**config.mk**
```make
export PLATFORM = sky130hd
export DESIGN_NAME = reg_writeback
export DESIGN_NICKNAME = d
export VERILOG_FILES = /design/src/rtl/reg_wb_pkg.sv /design/src/rtl/reg_wb_fifo.sv /design/src/rtl/reg_writeback.sv
export SDC_FILE = /design/constraint.sdc
export NUM_CORES = 1
export LEC_CHECK = 0
export CAP_MARGIN = 20
export CORE_UTILIZATION = 54
export CTS_BUF_LIST = sky130_fd_sc_hd__clkbuf_16
export DETAILED_ROUTE_END_ITERATION = 8
export PLACE_DENSITY = 0.86
export SYNTH_ARGS = -nofsm -noshare
export SYNTH_HDL_FRONTEND = slang
export SYNTH_HIERARCHICAL = 1
export SYNTH_SLANG_ARGS = --single-unit
```
**constraint.sdc**
```tcl
create_clock -name clk -period 6.53 [get_ports clk]
set_clock_uncertainty 0.2 [all_clocks]
set_input_delay 1.306 -clock clk [delete_from_list [all_inputs] [get_ports clk]]
set_output_delay 1.306 -clock clk [all_outputs]
set_load 0.05 [all_outputs]
```
**src/rtl/reg_wb_pkg.sv**
```systemverilog
// Shared types and widths for the register-file writeback front end.
package reg_wb_pkg;

    localparam int unsigned XLEN   = 32;
    localparam int unsigned REG_AW = 5;

    typedef struct packed {
        logic [REG_AW-1:0] rd;
        logic [XLEN-1:0]   data;
    } wb_entry_t;

endpackage

```
**src/rtl/reg_wb_fifo.sv**
```systemverilog
// Dual-push (A older than B), single-pop queue of writeback entries; exposes
// per-entry valid and age (0 = head) so the top can search for the youngest match.
module reg_wb_fifo
    import reg_wb_pkg::*;
#(
    parameter int unsigned DEPTH = 4,
    localparam int unsigned AW   = $clog2(DEPTH),
    localparam int unsigned PW   = AW + 1
) (
    input  logic                        clk,
    input  logic                        rst_n,
    input  logic                        i_push_a,
    input  wb_entry_t                   i_entry_a,
    input  logic                        i_push_b,
    input  wb_entry_t                   i_entry_b,
    input  logic                        i_pop,
    output logic [PW-1:0]               o_count,
    output wb_entry_t                   o_head,
    output wb_entry_t [DEPTH-1:0]       o_entries,
    output logic [DEPTH-1:0]            o_valid,
    output logic [DEPTH-1:0][AW-1:0]    o_age
);

    wb_entry_t [DEPTH-1:0] r_mem;
    logic [PW-1:0]         r_wr;
    logic [PW-1:0]         r_rd;
    logic [PW-1:0]         w_wr_b;

    // B lands one slot past A when both push in the same cycle.
    assign w_wr_b = r_wr + PW'(i_push_a);

    always_ff @(posedge clk or negedge rst_n) begin
        if (!rst_n) begin
            r_wr <= '0;
            r_rd <= '0;
        end else begin
            r_wr <= r_wr + PW'(i_push_a) + PW'(i_push_b);
            if (i_pop) begin
                r_rd <= r_rd + PW'(1);
            end
        end
    end

    always_ff @(posedge clk) begin
        if (i_push_a) begin
            r_mem[r_wr[AW-1:0]] <= i_entry_a;
        end
        if (i_push_b) begin
            r_mem[w_wr_b[AW-1:0]] <= i_entry_b;
        end
    end

    assign o_count   = r_wr - r_rd;
    assign o_head    = r_mem[r_rd[AW-1:0]];
    assign o_entries = r_mem;

    always_comb begin
        o_age   = '0;
        o_valid = '0;
        for (int unsigned i = 0; i < DEPTH; i++) begin
            o_age[i]   = AW'(i) - r_rd[AW-1:0];
            o_valid[i] = PW'(o_age[i]) < o_count;
        end
    end

endmodule

```
**src/rtl/reg_writeback.sv**
```systemverilog
// Register-file writeback merge queue: x0 filtering, ready, drain and lookup.
// Optional forwarding of pending writes is enabled by defining REG_WB_BYPASS_EN.
module reg_writeback
    import reg_wb_pkg::*;
#(
    parameter int unsigned DEPTH = 4
) (
    input  logic              clk,
    input  logic              rst_n,
    input  logic              a_valid,
    output logic              a_ready,
    input  logic [REG_AW-1:0] a_rd,
    input  logic [XLEN-1:0]   a_data,
    input  logic              b_valid,
    output logic              b_ready,
    input  logic [REG_AW-1:0] b_rd,
    input  logic [XLEN-1:0]   b_data,
    output logic              rf_we,
    output logic [REG_AW-1:0] rf_a3,
    output logic [XLEN-1:0]   rf_wd3,
    input  logic [REG_AW-1:0] q1_addr,
    output logic              q1_hit,
    output logic [XLEN-1:0]   q1_data,
    input  logic [REG_AW-1:0] q2_addr,
    output logic              q2_hit,
    output logic [XLEN-1:0]   q2_data,
    output logic              busy
);

    localparam int unsigned AW = $clog2(DEPTH);
    localparam int unsigned PW = AW + 1;
    localparam logic [PW-1:0] READY_MAX = PW'(DEPTH - 2);

    logic [PW-1:0]            w_count;
    logic                     w_ready;
    logic                     w_push_a;
    logic                     w_push_b;
    wb_entry_t                w_head;
    wb_entry_t [DEPTH-1:0]    w_entries;
    logic [DEPTH-1:0]         w_valid;
    logic [DEPTH-1:0][AW-1:0] w_age;

    // Ready uses the pre-pop count so a paired A+B push always fits.
    assign w_ready  = w_count <= READY_MAX;
    assign a_ready  = w_ready;
    assign b_ready  = w_ready;
    assign w_push_a = a_valid && w_ready && (a_rd != '0);
    assign w_push_b = b_valid && w_ready && (b_rd != '0);
    assign busy     = w_count != '0;

    reg_wb_fifo #(
        .DEPTH(DEPTH)
    ) u_fifo (
        .clk      (clk),
        .rst_n    (rst_n),
        .i_push_a (w_push_a),
        .i_entry_a('{rd: a_rd, data: a_data}),
        .i_push_b (w_push_b),
        .i_entry_b('{rd: b_rd, data: b_data}),
        .i_pop    (busy),
        .o_count  (w_count),
        .o_head   (w_head),
        .o_entries(w_entries),
        .o_valid  (w_valid),
        .o_age    (w_age)
    );

    assign rf_we  = busy;
    assign rf_a3  = w_head.rd;
    assign rf_wd3 = w_head.data;

`ifdef REG_WB_BYPASS_EN
    function automatic logic [XLEN:0] f_lookup(
        input logic [REG_AW-1:0]          addr,
        input wb_entry_t [DEPTH-1:0]      entries,
        input logic [DEPTH-1:0]           valid,
        input logic [DEPTH-1:0][AW-1:0]   age
    );
        logic            hit;
        logic [XLEN-1:0] data;
        logic [AW-1:0]   best;
        hit  = 1'b0;
        data = '0;
        best = '0;
        for (int unsigned i = 0; i < DEPTH; i++) begin
            if (valid[i] && entries[i].rd == addr && (!hit || age[i] > best)) begin
                hit  = 1'b1;
                best = age[i];
                data = entries[i].data;
            end
        end
        if (addr == '0) begin
            hit  = 1'b0;
            data = '0;
        end
        return {hit, data};
    endfunction

    assign {q1_hit, q1_data} = f_lookup(q1_addr, w_entries, w_valid, w_age);
    assign {q2_hit, q2_data} = f_lookup(q2_addr, w_entries, w_valid, w_age);
`else
    logic w_unused_lookup;
    assign w_unused_lookup = ^{w_entries, w_valid, w_age, q1_addr, q2_addr};
    assign q1_hit  = 1'b0;
    assign q1_data = '0;
    assign q2_hit  = 1'b0;
    assign q2_data = '0;
`endif

endmodule

```
==> run summary <==
H-tree Lvls - 4
Vias in the first global route - 6600
Share of cells above drive strength 1 - 0.0792
Tmin final - 4700 ps
Final WL - 20.7 mm
Crit path max fanout - 11
Antenna cells - 0
IO Pins - 195
Overall fraction of global-route tracks in use - 0.285
Startpoint type of the worst setup path - flop
Post-CTS sizing - 0
First-pass GRT wire length - 32.7 mm
Kind of critical path - flop to output port
Final antenna-violating net count - 0
Root Driver - clkbuf_16
DRT Pass-1 Iters - 7
Largest net degree at the start of global routing - 65
Fin. Hold Viols - 0
Setup violations, final - 0
CP Data Required Time - 5020 ps
Worst-path clk slew - 60 ps
Min-delay worst type - flop to flop
Gp weighted congestion - 0.770
Detailed-route vias per instance - 5.72
Max clock buf depth - 2
Dpl hpwl - 11.8 mm
Area grow syn2layout - 16.9%
Worst Path Arrival - 3190 ps
Via count - 7024
CTS tree - yes
Synthesized area per cell - 8.11 um^2
Tcrit/Tclk final - 0.720
Most common cell after layout, fill and taps aside - nand2_1
Clock Sinks - 154
Max-slew violation count - 0
Relative slew slack - 0.269
Port buffer count - 118
Hold Path Stages - 2
Post-CTS Setup Bufs - 0
Synth Cell Area - 7820 um^2
Die X - 122 um
Fillcell total - 1145
Yosys warns - 6
Worst-Skew Late Latency - 420 ps
Multi-input gate area - 4010 um^2
Final cell count without fillers - 1228
Initial Utilization - 0.559
Total grt overflow - 0
FF/Latch Area - 3120 um^2
Post-Synthesis Cells - 964
Fmax - 213 MHz
FP Rows - 43
RSZ-0062 raised after global routing - false
Number of max-cap violations - 0
Die Height - 122 um
Actual slew at the worst max-slew pin - 1090 ps
TritonCTS Buffers - 17
Register-to-Register Path Depth - 15
Routed length per instance - 16.9 um
CP Capture Type - output port
CTS Hold Bufs - 0
DRT iter0 DRCs - 713
Run status - complete, no violations
# DRC - 0
TNS Setup - 0 ps
Placed insts - 1197
Most frequent cells in the layout - nand2_1, nor2_1, a31oi_1, dfxtp_1, clkdlybuf4s50_1
Nets - 1132
Die footprint - 15000 um^2
Initial antenna violation count - 0
Core ar. - 14000 um^2
-- layout make-up --
class,count,share of cell area
Tap cell,180,0.0246
Inverter,6,0.00246
Clock buffer,17,0.0465
Sequential cell,154,0.341
Multi-Input combinational cell,730,0.439
Clock inverter,14,0.0101
Timing Repair Buffer,127,0.137
-- per-layer routing --
layer	track usage	vias up	share of wire
li1	-	3289	-
met1	0.361	3267	0.40
met2	0.469	428	0.48
met3	0.0618	40	0.10
met4	0.121	0	0.017
met5	0	-	0
-- registers in the layout, summed over array words and instances, names as in the netlist --
signal	cells
u_fifo/r_wr	3
u_fifo/o_entries	148
u_fifo/r_rd	3
-- critical path: stages (launching register included) --
cell and delay, ps:
dfrtp_1 510, inv_1 110, ha_1 140, inv_1 40
fa_1 370, xnor2_1 220, xnor2_1 140, inv_1 60
a21oi_1 310, clkdlybuf4s50_1 880
-- worst paths after layout --
check / startpoint / to / slack (ps)
setup / recovery: u_fifo/r_wr[0] / b_ready / 1830
hold / removal: u_fifo/o_entries[73] / u_fifo/o_entries[73] / 260
setup reg to reg: u_fifo/r_wr[0] / u_fifo/o_entries[129] / 2020
hold reg to reg: u_fifo/o_entries[73] / u_fifo/o_entries[73] / 260
max in group asynchronous: rst_n / u_fifo/r_rd[0] / 4950
min in group asynchronous: rst_n / u_fifo/r_rd[2] / 930
-- stage by stage --
step | hold slack (ps) | cell area (um^2) | utilization | setup WS [ps]
floorplan | 236 | 8060 | - | 2120
global placement | 245 | 8620 | 0.616 | 1650
detailed placement | 255 | 8620 | 0.616 | 1570
CTS | 263 | 9140 | 0.653 | 1780
global route | 279 | 9140 | 0.653 | 1610
finish | 265 | 9140 | 0.653 | 1830
Power is left out: the tool's default activity adds up to more than one toggle a clock period on the data nets, which glitch-free logic cannot reach.
